<file path="config.mk">
export PLATFORM = sky130hd
export DESIGN_NAME = pc_fetch_unit
export DESIGN_NICKNAME = d
export VERILOG_FILES = /design/src/rtl/pc_fetch_unit.sv
export SDC_FILE = /design/constraint.sdc
export NUM_CORES = 1
export LEC_CHECK = 0
export BUFFER_PORTS_ARGS = -buffer_cell sky130_fd_sc_hd__buf_4
export CAP_MARGIN = 20
export CORE_AREA = 5 5 106 108
export DETAILED_ROUTE_END_ITERATION = 6
export DIE_AREA = 0 0 111 113
export PLACE_DENSITY = 0.83
export SYNTH_ARGS = -nofsm -noshare
export SYNTH_HDL_FRONTEND = slang
export SYNTH_SLANG_ARGS = --single-unit
</file>
<file path="constraint.sdc">
create_clock -name clk -period 1.9 [get_ports clk]
set_input_delay 0.57 -clock clk [delete_from_list [all_inputs] [get_ports clk]]
set_output_delay 0.57 -clock clk [all_outputs]
set_load 0.005 [all_outputs]
</file>
<file path="src/rtl/pc_fetch_unit.sv">
// PC register and single-outstanding instruction-fetch sequencer with branch/jump redirect.
// Define PC_FETCH_MISALIGN_CHECK_EN to trap misaligned redirect targets into a sticky fault state.
module pc_fetch_unit #(
    parameter int unsigned     XLEN     = 32,
    parameter logic [XLEN-1:0] RESET_PC = XLEN'(32'h0000_0000)
) (
    input  logic            clk,
    input  logic            rst_n,
    output logic [XLEN-1:0] pc,
    input  logic [XLEN-1:0] pc_plus4,
    input  logic            redirect_valid,
    input  logic [XLEN-1:0] redirect_target,
    output logic            imem_req_valid,
    input  logic            imem_req_ready,
    output logic [XLEN-1:0] imem_req_addr,
    input  logic            imem_rsp_valid,
    input  logic [31:0]     imem_rsp_data,
    output logic            inst_valid,
    input  logic            inst_ready,
    output logic [31:0]     inst,
    output logic [XLEN-1:0] inst_pc,
    output logic            fault
);

    typedef enum logic [2:0] {
        IDLE  = 3'd0,
        REQ   = 3'd1,
        WAIT  = 3'd2,
        HOLD  = 3'd3,
        ERROR = 3'd4
    } state_t;

    state_t          state, state_n;
    logic            drop, drop_n;
    logic [XLEN-1:0] pc_n;
    logic [31:0]     inst_n;
    logic [XLEN-1:0] inst_pc_n;
    logic [XLEN-1:0] target_c;
    logic            misalign_c;

    // Low two target bits never reach the PC; instructions are word aligned.
    assign target_c      = redirect_target & ~XLEN'(3);
    assign imem_req_addr = pc;

`ifdef PC_FETCH_MISALIGN_CHECK_EN
    assign misalign_c = redirect_valid && (redirect_target[1:0] != 2'b00);
`else
    assign misalign_c = 1'b0;
`endif

    // Next-state, next-PC and instruction capture.
    always_comb begin
        state_n   = state;
        pc_n      = pc;
        drop_n    = drop;
        inst_n    = inst;
        inst_pc_n = inst_pc;
        case (state)
            IDLE: state_n = REQ;
            REQ: begin
                if (misalign_c) begin
                    state_n = ERROR;
                end else if (redirect_valid) begin
                    pc_n = target_c;
                    if (imem_req_ready) begin
                        state_n = WAIT;
                        drop_n  = 1'b1;
                    end
                end else if (imem_req_ready) begin
                    state_n = WAIT;
                end
            end
            WAIT: begin
                if (misalign_c) begin
                    state_n = ERROR;
                end else if (redirect_valid) begin
                    pc_n = target_c;
                    if (imem_rsp_valid) begin
                        state_n = REQ;
                        drop_n  = 1'b0;
                    end else begin
                        drop_n  = 1'b1;
                    end
                end else if (imem_rsp_valid) begin
                    if (drop) begin
                        drop_n  = 1'b0;
                        state_n = REQ;
                    end else begin
                        inst_n    = imem_rsp_data;
                        inst_pc_n = pc;
                        pc_n      = pc_plus4;
                        state_n   = HOLD;
                    end
                end
            end
            HOLD: begin
                // A redirect squashes the held instruction even if decode is ready.
                if (misalign_c) begin
                    state_n = ERROR;
                end else if (redirect_valid) begin
                    pc_n    = target_c;
                    state_n = REQ;
                end else if (inst_ready) begin
                    state_n = REQ;
                end
            end
            ERROR:   state_n = ERROR;
            default: state_n = IDLE;
        endcase
    end

    // State, PC and registered outputs; valids are decoded from the next state.
    always_ff @(posedge clk or negedge rst_n) begin
        if (!rst_n) begin
            state          <= IDLE;
            pc             <= RESET_PC;
            drop           <= 1'b0;
            imem_req_valid <= 1'b0;
            inst_valid     <= 1'b0;
            inst           <= '0;
            inst_pc        <= '0;
        end else begin
            state          <= state_n;
            pc             <= pc_n;
            drop           <= drop_n;
            imem_req_valid <= (state_n == REQ);
            inst_valid     <= (state_n == HOLD);
            inst           <= inst_n;
            inst_pc        <= inst_pc_n;
        end
    end

`ifdef PC_FETCH_MISALIGN_CHECK_EN
    // ERROR is terminal until reset, so the flag is sticky.
    always_ff @(posedge clk or negedge rst_n) begin
        if (!rst_n) begin
            fault <= 1'b0;
        end else begin
            fault <= (state_n == ERROR);
        end
    end
`else
    assign fault = 1'b0;
`endif

endmodule

</file>
==> insert_results.sql, run 1 <==
INSERT INTO impl_metrics (metric_group, metric, value, unit) VALUES
('job', 'cap_viol_max_count', '0', ''),
('clock_tree', 'clock_latency', '0.35', 'ns'),
('critical_path', 'timing.critical_path.cells', 'nand2b_1 > or4_4 > buf_12 > mux2_4', ''),
('critical_path', 'crit_path_end_kind', 'register', ''),
('global_route', 'first_global_vias', '3523', ''),
('power_and_ir_drop', 'ir_worst_vdd', '0.000596', 'V'),
('finish', 'most-common-layout-cells', '235 x sky130_fd_sc_hd__buf_4, 102 x sky130_fd_sc_hd__dfrtp_1, 50 x sky130_fd_sc_hd__mux2_4', ''),
('finish', 'layout_cell_share_with_drive_strength_beyond_1', '59.2', '%'),
('finish', 'flow.area_growth_from_synthesis', '41.6', '%'),
('critical_path', 'worst_ep_required_time', '2.14', 'ns'),
('finish', 'area_of_combinational_cells_with_multiple_inputs', '1670', 'sq um'),
('sta', 'finalCritPeriodShare', '94.3', '%'),
('critical_path', 'critical_path.startpoint_type', 'register', ''),
('floorplanning', 'chipWidth', '111', 'um'),
('worst_hold_path', 'worstHoldPathType', 'in2reg', ''),
('clock_tree', 'ctsHoldBuffers', '1', ''),
('global_route', 'globalRouteMet1Util', '20.2', '%'),
('clock_tree', 'clock_sink_count', '102', ''),
('power_and_ir_drop', 'power.density_cell_area', '1360', 'nW/um^2'),
('route', 'first_iter_violations', '98', ''),
('critical_path', 'worst-path-buf-inv', '1', ''),
('synthesis', 'synth.yosys.warnings', '0', ''),
('global_route', 'global_routing_usage_on_met2', '32.0', '%'),
('sta', 'maxSlewHeadroom', '62.3', '%'),
('global_route', 'global_route.usage.met3', '4.97', '%'),
('placement', 'port_buffers', '229', ''),
('clock_tree', 'clock_tree.buffer_depth', '2', ''),
('critical_path', 'cp.arrival', '2.03', 'ns'),
('finish', 'final.fill_count', '817', ''),
('global_route', 'groute.usage.overall', '17.6', '%'),
('global_route', 'grt_start_max_net_pins', '55', ''),
('route', 'drt_drc_violations_left', '0', ''),
('global_route', 'grt_first_pass_wirelength', '18000', 'um'),
('floorplanning', 'coreArea', '10100', 'sq um'),
('sta', 'fin_skew', '0.0121', 'ns'),
('clock_tree', 'depth_of_the_cts_h_tree', '3', ''),
('finish', 'register_area', '2550', 'sq um'),
('sta', 'slew_violations', '0', ''),
('floorplanning', 'initial_standard_cell_utilization_of_the_core', '45.0', '%'),
('placement', 'detailed_place_hpwl', '8830', 'um'),
('finish', 'diodes', '0', ''),
('clock_tree', 'clock_transition_at_the_registers_of_the_reported_paths', '0.10', 'ns'),
('route', 'routed-via-count', '3204', ''),
('global_route', 'grt_antenna_before_repair', '0', ''),
('clock_tree', 'cts_tree', 'yes', ''),
('finish', 'layout.cells.most_common', 'sky130_fd_sc_hd__buf_4', ''),
('synthesis', 'yosys_cell_types', '26', ''),
('route', 'wl', '11400', 'um'),
('synthesis', 'postSynthNetCount', '438', ''),
('power_and_ir_drop', 'power.static_leakage', '3.44', 'nW'),
('synthesis', 'syn_avg_cell_area', '13.6', 'sq um'),
('floorplanning', 'fp-row-count', '37', ''),
('clock_tree', 'cts.repair.resized', '0', ''),
('outcome', 'outcome', 'complete, no violations', ''),
('synthesis', 'post_synth_instance_area', '4560', 'sq um'),
('clock_tree', 'cts.root.buffer_cell', 'sky130_fd_sc_hd__clkbuf_8', ''),
('route', 'route.detailed.vias_per_inst', '4.71', ''),
('floorplanning', 'chipHeight', '113', 'um'),
('critical_path', 'timing.critical_path.max_delay_family', 'simple AND/OR/NAND/NOR gates', ''),
('critical_path', 'cp_max_fo', '36', ''),
('sta', 'setup_tns', '0', 'ns'),
('sta', 'worst_max_slew_pin_slew', '0.558', 'ns'),
('floorplanning', 'boundaryPins', '233', ''),
('sta', 'timing.final.hold_violations', '0', ''),
('placement', 'gp_congestion', '0.802', ''),
('synthesis', 'synthCells', '336', ''),
('critical_path', 'worst_path_max_delay_cell', 'sky130_fd_sc_hd__or4_4', ''),
('route', 'antenna_violating_nets_post_route', '0', ''),
('critical_path', 'setup.worst_path.class', 'reg2reg', ''),
('synthesis', 'yosys_register_bits', '102', ''),
('global_route', 'gr-total-overflow', '0', '');
## power by group
part / internal, W / switching [W] / leakage, nW
Combinational: 0.00250 / 0.00132 / 2.04
Clock: 0.000486 / 0.000718 / 0.0808
Sequential: 0.00306 / 0.000715 / 1.32
## through the flow
step / total power (W) / hold WS [ns] / worst slack [ns] / instance area [sq um]
3_3_place_gp: 0.00758 / 0.385 / -0.0360 / 6280
4_1_cts: 0.00896 / 0.420 / 0.105 / 6460
5_1_grt: 0.00937 / 0.415 / 0.0561 / 6460
6_report: 0.00881 / 0.441 / 0.109 / 6460
2_1_floorplan: 0.00555 / 0.274 / 0.0586 / 4570
3_5_place_dp: 0.00773 / 0.387 / -0.0586 / 6280
## synth_stat cells, drive strengths merged
cell type  count  area, sq um
nor2           3         11.3
o21ai         33          165
or4            1         11.3
o21bai         1         7.51
nand3          1         5.00
conb           1         3.75
nor2b          3         18.8
nor3b          2         15.0
o211ai         1         7.51
mux2          64          908
nand2b         2         20.0
clkbuf         7         26.3
nor3           1         5.00
mux2i         30          300
a2bb2oi        1         8.76
o221ai         1         8.76
nand2         35          131
dfrtp        102         2550
inv            2         7.51
buf           43          335
a21oi          1         5.00
o311ai         1         8.76
## cell type report
type / instances / area share (%)
Timing Repair Buffer: 242 / 29.3
Inverter: 2 / 0.116
Clock inverter: 4 / 0.523
Clock buffer: 12 / 2.09
Tap cell: 136 / 2.63
Multi-Input combinational cell: 182 / 25.8
Sequential cell: 102 / 39.5
## state kept, by name, indices dropped and copies added (netlist names)
register        count
drop                1
state               3
inst_pc            32
imem_req_valid      1
inst_valid          1
inst               32
imem_req_addr      32
## logic make-up (layout without fill, tap and decap cells)
kind of cell | count (synthesis) | count (layout) | share of synthesized area, %
other cells | 1 | 1 | 0.0822
simple gates | 48 | 48 | 4.77
mux | 94 | 94 | 26.5
compound gates | 39 | 39 | 4.63
buf+inv | 52 | 260 | 8.09
flops | 102 | 102 | 55.9
## worst paths after layout
kind,slack (ns),start,cells after the start,to
max in group asynchronous,0.85,rst_n,3,imem_req_addr[26]$_DFFE_PN0P_
worst max register to register,0.11,drop$_DFFE_PN0P_,4,inst[0]$_DFFE_PN0P_
min in group asynchronous,0.56,rst_n,2,inst[27]$_DFFE_PN0P_
worst min-delay path,0.44,imem_rsp_data[30],2,inst[30]$_DFFE_PN0P_
worst min register to register,0.52,inst_pc[2]$_DFFE_PN0P_,1,inst_pc[2]$_DFFE_PN0P_
worst max-delay path,0.11,drop$_DFFE_PN0P_,4,inst[0]$_DFFE_PN0P_
## routing by layer
layer | share of wire, % | up-vias
met5 | 0 | -
met2 | 54 | 119
met3 | 6.7 | 11
li1 | - | 1523
met1 | 39 | 1551
met4 | 0.99 | 0
Note: power is estimated with default switching activity, not from simulation.
==> inputs of run 2 (changes only) <==
Settings changed: CORE_AREA 5 5 106 108 to 5 5 126 92, DIE_AREA 0 0 111 113 to 0 0 131 97, PLACE_DENSITY 0.83 to 0.82.
==> insert_results.sql, run 2 (synthesized netlist as in run 1, its figures left out) <==
INSERT INTO impl_metrics (metric_group, metric, value, unit) VALUES
('finish', 'diodes', '0', ''),
('route', 'drt-pass1-iter-count', '4', ''),
('outcome', 'outcome', 'complete, no violations', ''),
('clock_tree', 'depth_of_the_cts_h_tree', '3', ''),
('floorplanning', 'chipHeight', '97', 'um'),
('critical_path', 'setup.worst_path.class', 'reg2reg', ''),
('job', 'cap_viol_max_count', '0', ''),
('power_and_ir_drop', 'power.density_cell_area', '1450', 'nW/um^2'),
('critical_path', 'cp.arrival', '2.05', 'ns'),
('clock_tree', 'clock_transition_at_the_registers_of_the_reported_paths', '0.07', 'ns'),
('global_route', 'grt_first_pass_wirelength', '18100', 'um'),
('route', 'met2WireLength', '5830', 'um'),
('power_and_ir_drop', 'ir_worst_vdd', '0.000662', 'V'),
('sta', 'fin_skew', '0.00525', 'ns'),
('sta', 'period_minus_slack', '1.79', 'ns'),
('sta', 'fmaxAchievable', '0.560', 'GHz'),
('sta', 'setup_viol', '0', ''),
('route', 'first_iter_violations', '87', ''),
('finish', 'layout.cells.most_common', 'sky130_fd_sc_hd__buf_4', ''),
('route', 'met3RoutedLength', '1020', 'um'),
('critical_path', 'r2r-end', 'inst_valid$_DFF_PN0_', ''),
('clock_tree', 'ctsHoldBuffers', '0', ''),
('clock_tree', 'cts.repair.resized', '0', ''),
('finish', 'final.fill_count', '786', ''),
('critical_path', 'worst_path_max_delay_cell', 'sky130_fd_sc_hd__or4_4', ''),
('critical_path', 'worst_ep_required_time', '2.17', 'ns'),
('global_route', 'first_global_vias', '3474', ''),
('global_route', 'gr-total-overflow', '0', ''),
('critical_path', 'crit_path_end_kind', 'register', ''),
('floorplanning', 'boundaryPins', '233', ''),
('critical_path', 'worst-r2r-setup-slack', '0.11', 'ns'),
('sta', 'worst_max_slew_pin_slew', '0.576', 'ns'),
('clock_tree', 'clock_latency', '0.34', 'ns'),
('route', 'detail_route.wirelength.met1', '4480', 'um'),
('sta', 'slew_violations', '0', ''),
('critical_path', 'timing.critical_path.cells', 'nand2b_1 > or4_4 > buf_12 > o311ai_0 > nor2b_1', ''),
('route', 'top_signal_layer_used', 'met4', ''),
('placement', 'detailed_place_hpwl', '8600', 'um'),
('route', 'routed_wire_length_per_instance', '16.9', 'um'),
('power_and_ir_drop', 'power.static_leakage', '3.50', 'nW'),
('clock_tree', 'number_of_clock_buffers_inserted_by_tritoncts', '9', ''),
('route', 'wl', '11400', 'um'),
('power_and_ir_drop', 'report.power.total', '0.00951', 'W'),
('worst_hold_path', 'worstHoldPathType', 'in2async', ''),
('critical_path', 'critical_path.startpoint_type', 'register', ''),
('route', 'route.detailed.vias_per_inst', '4.72', ''),
('global_route', 'groute.usage.overall', '18.0', '%'),
('floorplanning', 'initial_standard_cell_utilization_of_the_core', '44.9', '%'),
('global_route', 'grt_antenna_before_repair', '0', ''),
('route', 'antenna_violating_nets_post_route', '0', ''),
('floorplanning', 'chipWidth', '131', 'um'),
('critical_path', 'critical-path-max-stage-delay', '0.56', 'ns'),
('clock_tree', 'clock_sink_count', '102', ''),
('sta', 'rsz0062_at_grt', 'false', ''),
('finish', 'flow.area_growth_from_synthesis', '44.0', '%'),
('sta', 'maxSlewHeadroom', '61.1', '%'),
('floorplanning', 'fp.dieArea', '12700', 'sq um'),
('critical_path', 'ff2ff_path_depth', '5', ''),
('placement', 'gp_congestion', '0.722', ''),
('finish', 'most-common-layout-cells', '235 x sky130_fd_sc_hd__buf_4, 102 x sky130_fd_sc_hd__dfrtp_1, 50 x sky130_fd_sc_hd__mux2_4', ''),
('floorplanning', 'fp-row-count', '31', ''),
('route', 'drt_drc_violations_left', '0', ''),
('critical_path', 'cp_max_fo', '35', ''),
('finish', 'final_nets', '639', ''),
('sta', 'finalCritPeriodShare', '94.0', '%'),
('route', 'routed-via-count', '3184', ''),
('finish', 'fin_util', '64.7', '%'),
('placement', 'port_buffers', '229', ''),
('clock_tree', 'cts.root.buffer_cell', 'sky130_fd_sc_hd__clkbuf_16', ''),
('clock_tree', 'cts_tree', 'yes', ''),
('global_route', 'grt_start_max_net_pins', '103', ''),
('sta', 'timing.final.hold_violations', '0', ''),
('clock_tree', 'postCtsSetupBuffers', '0', ''),
('floorplanning', 'coreArea', '10200', 'sq um'),
('clock_tree', 'clock_tree.buffer_depth', '2', ''),
('critical_path', 'rr_startpoint', 'drop$_DFFE_PN0P_', ''),
('finish', 'layout_cell_share_with_drive_strength_beyond_1', '59.4', '%');
[run 2: changes by cell type in the layout (fill, tap and decap cells not counted), moves of 2 or more]
cell / before / now
sky130_fd_sc_hd__clkbuf_8: 9 / 0
sky130_fd_sc_hd__clkbuf_16: 0 / 9
sky130_fd_sc_hd__bufinv_16: 0 / 2
sky130_fd_sc_hd__clkinv_4: 3 / 1
[run 2: report_power, final]
part / internal (W) / total, W / switching [W]
clock network: 0.00116 / 0.00193 / 0.000767
registers: 0.00307 / 0.00376 / 0.000691
logic: 0.00250 / 0.00382 / 0.00132
[run 2: worst max-delay path by stage]
stage | start | to | depth (start not counted)
4_1_cts | drop$_DFFE_PN0P_ | inst_valid$_DFF_PN0_ | 5
2_1_floorplan | redirect_valid | inst[10]$_DFFE_PN0P_ | 5
5_1_grt | drop$_DFFE_PN0P_ | inst_valid$_DFF_PN0_ | 5
6_report | drop$_DFFE_PN0P_ | inst_valid$_DFF_PN0_ | 5
3_5_place_dp | imem_rsp_valid | inst_valid$_DFF_PN0_ | 6
3_3_place_gp | imem_rsp_valid | inst_valid$_DFF_PN0_ | 6
[run 2: per-layer routing]
layer / GRT usage (%) / vias to the layer above
li1: - / 1521
met1: 21.7 / 1525
met2: 30.7 / 130
met3: 6.77 / 8
met4: 3.79 / 0
met5: 0 / -
[run 2: critical path: cells and delay by family, from the launching register on]
kind | cells | cell delay, ns
AOI/OAI and AO/OA | 1 | 0.18
buffers and inverters | 1 | 0.23
and+or+nand+nor | 3 | 0.92
DFF | 1 | 0.40
[run 2: stage by stage]
| step | instance area (sq um) | setup WS (ns) | TNS (ns) | cells | hold slack, ns |
|---|---|---|---|---|---|
| 2_1_floorplan | 4570 | 0.0586 | 0 | 336 | 0.274 |
| 3_3_place_gp | 6260 | -0.0461 | -1.61 | 658 | 0.488 |
| 3_5_place_dp | 6260 | -0.0605 | -2.29 | 658 | 0.495 |
| 4_1_cts | 6570 | 0.0736 | 0 | 674 | 0.320 |
| 5_1_grt | 6570 | 0.00364 | 0 | 674 | 0.317 |
| 6_report | 6570 | 0.113 | 0 | 674 | 0.298 |
[run 2: layout make-up]
cell class / count / area (sq um) / share of cell area, %
tap: 132 / 165 / 2.51
multi-input combinational: 182 / 1670 / 25.4
clock inverter: 5 / 82.6 / 1.26
clock buffer: 11 / 233 / 3.54
inverter: 2 / 7.51 / 0.114
timing repair buffer: 240 / 1860 / 28.4
sequential: 102 / 2550 / 38.8
==> inputs of run 3 (changes only) <==
Settings changed: RECOVER_POWER set to 50.
==> insert_results.sql, run 3 (synthesized netlist as in run 1, its figures left out) <==
INSERT INTO impl_metrics (metric_group, metric, value, unit) VALUES
('sta', 'timing.final.hold_violations', '0', ''),
('floorplanning', 'fp-row-count', '31', ''),
('finish', 'flow.area_growth_from_synthesis', '42.3', '%'),
('sta', 'period_minus_slack', '1.79', 'ns'),
('floorplanning', 'coreArea', '10200', 'sq um'),
('critical_path', 'worst_ep_required_time', '2.17', 'ns'),
('sta', 'finalCritPeriodShare', '94.1', '%'),
('worst_hold_path', 'worstHoldPathType', 'in2reg', ''),
('power_and_ir_drop', 'netSwitchingPower', '0.00277', 'W'),
('route', 'drt_drc_violations_left', '0', ''),
('finish', 'register_area', '2550', 'sq um'),
('clock_tree', 'cts_tree', 'yes', ''),
('power_and_ir_drop', 'clock_power_share', '20.7', '%'),
('critical_path', 'worst-path-buf-inv', '1', ''),
('job', 'cap_viol_max_count', '0', ''),
('finish', 'final_nets', '639', ''),
('floorplanning', 'chipHeight', '97', 'um'),
('route', 'wl', '11400', 'um'),
('clock_tree', 'clock_latency', '0.34', 'ns'),
('floorplanning', 'chipWidth', '131', 'um'),
('finish', 'layout.cells.most_common', 'sky130_fd_sc_hd__buf_4', ''),
('finish', 'finalNonFillerCells', '674', ''),
('critical_path', 'timing.critical_path.cells', 'nand2b_1 > or4_4 > buf_12 > o311ai_0 > nor2b_1', ''),
('sta', 'hold_slack', '0.459', 'ns'),
('power_and_ir_drop', 'power.internal', '0.00657', 'W'),
('floorplanning', 'initial_standard_cell_utilization_of_the_core', '44.9', '%'),
('clock_tree', 'postCtsSetupBuffers', '0', ''),
('finish', 'most-common-layout-cells', '172 x sky130_fd_sc_hd__buf_4, 102 x sky130_fd_sc_hd__dfrtp_1, 50 x sky130_fd_sc_hd__mux2_4', ''),
('route', 'routed-via-count', '3207', ''),
('global_route', 'gr-total-overflow', '0', ''),
('critical_path', 'crit_path_end_kind', 'register', ''),
('route', 'routed_wire_length_per_instance', '16.8', 'um'),
('route', 'first_iter_violations', '104', ''),
('critical_path', 'timing.critical_path.max_delay_family', 'simple AND/OR/NAND/NOR gates', ''),
('critical_path', 'rr_startpoint', 'drop$_DFFE_PN0P_', ''),
('sta', 'rsz0062_at_grt', 'false', ''),
('sta', 'setup_viol', '0', ''),
('critical_path', 'critical-path-max-stage-delay', '0.56', 'ns'),
('power_and_ir_drop', 'power.density_cell_area', '1440', 'nW/um^2'),
('clock_tree', 'clock_tree.buffer_depth', '2', ''),
('outcome', 'outcome', 'complete, no violations', ''),
('critical_path', 'r2r-end', 'inst_valid$_DFF_PN0_', ''),
('clock_tree', 'ctsHoldBuffers', '0', ''),
('power_and_ir_drop', 'p_seq_share', '40.1', '%'),
('worst_hold_path', 'min_path_cells', '2', ''),
('critical_path', 'worst_path_max_delay_cell', 'sky130_fd_sc_hd__or4_4', ''),
('critical_path', 'critical_path.startpoint_type', 'register', ''),
('power_and_ir_drop', 'power.static_leakage', '3.40', 'nW'),
('critical_path', 'worst-r2r-setup-slack', '0.11', 'ns'),
('worst_hold_path', 'worst_hold_startpoint', 'imem_rsp_data[14]', ''),
('power_and_ir_drop', 'combPwrFrac', '39.2', '%'),
('sta', 'fin_skew', '0.00651', 'ns'),
('finish', 'layout_cell_share_with_drive_strength_beyond_1', '56.1', '%'),
('placement', 'gp_congestion', '0.722', ''),
('placement', 'placed_cells', '658', ''),
('clock_tree', 'number_of_clock_buffers_inserted_by_tritoncts', '9', ''),
('placement', 'port_buffers', '229', ''),
('critical_path', 'ff2ff_path_depth', '5', ''),
('route', 'drt-pass1-iter-count', '4', ''),
('global_route', 'first_global_vias', '3474', ''),
('clock_tree', 'cts.root.buffer_cell', 'sky130_fd_sc_hd__clkbuf_16', ''),
('sta', 'slew_violations', '0', ''),
('global_route', 'grt_first_pass_wirelength', '18100', 'um'),
('sta', 'worst_max_slew_pin_slew', '1.38', 'ns'),
('clock_tree', 'clock_sink_count', '102', ''),
('floorplanning', 'boundaryPins', '233', ''),
('clock_tree', 'cts.repair.resized', '0', ''),
('floorplanning', 'fp.dieArea', '12700', 'sq um'),
('sta', 'setup_tns', '0', 'ns'),
('clock_tree', 'clock_transition_at_the_registers_of_the_reported_paths', '0.07', 'ns'),
('critical_path', 'cp_max_fo', '35', ''),
('power_and_ir_drop', 'switching_share_of_power', '29.6', '%'),
('critical_path', 'cp.arrival', '2.06', 'ns'),
('route', 'antenna_violating_nets_post_route', '0', ''),
('finish', 'final.fill_count', '805', ''),
('clock_tree', 'depth_of_the_cts_h_tree', '3', ''),
('sta', 'maxSlewHeadroom', '8.26', '%'),
('finish', 'area_of_combinational_cells_with_multiple_inputs', '1670', 'sq um'),
('route', 'route.detailed.vias_per_inst', '4.76', ''),
('global_route', 'groute.usage.overall', '18.0', '%'),
('critical_path', 'setup.worst_path.class', 'reg2reg', ''),
('placement', 'detailed_place_hpwl', '8600', 'um'),
('power_and_ir_drop', 'ir_worst_vdd', '0.000666', 'V'),
('finish', 'diodes', '0', ''),
('global_route', 'grt_antenna_before_repair', '0', ''),
('sta', 'fmaxAchievable', '0.559', 'GHz'),
('worst_hold_path', 'min_to', 'inst[14]$_DFFE_PN0P_', ''),
('global_route', 'grt_start_max_net_pins', '103', '');
## run 3: routing by layer
metal | vias to the layer above | wire, um | global-route usage, %
met5 | - | 0 | 0
met4 | 0 | 121 | 3.79
met3 | 15 | 1060 | 6.77
met2 | 133 | 5760 | 30.7
met1 | 1538 | 4410 | 21.7
li1 | 1521 | - | -
## run 3: worst max-delay path by stage
stage | start | end | slack (ns) | cells past startpoint
3_3_place_gp | imem_rsp_valid | inst_valid$_DFF_PN0_ | -0.05 | 6
3_5_place_dp | imem_rsp_valid | inst_valid$_DFF_PN0_ | -0.06 | 6
5_1_grt | drop$_DFFE_PN0P_ | inst_valid$_DFF_PN0_ | 0.004 | 5
4_1_cts | drop$_DFFE_PN0P_ | inst_valid$_DFF_PN0_ | 0.07 | 5
2_1_floorplan | redirect_valid | inst[10]$_DFFE_PN0P_ | 0.06 | 5
6_report | drop$_DFFE_PN0P_ | inst_valid$_DFF_PN0_ | 0.11 | 5
## run 3: power by group through the flow
stage / Sequential [W] / Clock (W) / Combinational [W]
3_3_place_gp: 0.00374 / 0 / 0.00382
6_report: 0.00375 / 0.00193 / 0.00366
2_1_floorplan: 0.00376 / 0 / 0.00179
5_1_grt: 0.00390 / 0.00206 / 0.00399
4_1_cts: 0.00378 / 0.00198 / 0.00391
3_5_place_dp: 0.00380 / 0 / 0.00391
## run 3: worst register-to-register path, stage by stage, from the launching register on
cell,delay [ns]
sky130_fd_sc_hd__dfrtp_1,0.40
sky130_fd_sc_hd__nand2b_1,0.14
sky130_fd_sc_hd__or4_4,0.56
sky130_fd_sc_hd__buf_12,0.23
sky130_fd_sc_hd__o311ai_0,0.18
sky130_fd_sc_hd__nor2b_1,0.21
## run 3: through the flow
step                      setup WS, ns  total power (W)  utilization [%]  area (sq um)
after global routing           0.00364          0.00995             63.9          6490
after detailed placement       -0.0605          0.00771             61.6          6260
final                            0.111          0.00934             63.9          6490
after floorplan                 0.0586          0.00555                -          4570
after global placement         -0.0461          0.00755             61.6          6260
after CTS                       0.0736          0.00967             64.7          6570
## run 3: area by class of cell
cell class / count / share of cell area [%]
Clock buffer: 11 / 3.59
Clock inverter: 5 / 1.27
Timing Repair Buffer: 240 / 27.5
Multi-Input combinational cell: 182 / 25.7
Tap cell: 132 / 2.54
Sequential cell: 102 / 39.3
Inverter: 2 / 0.116
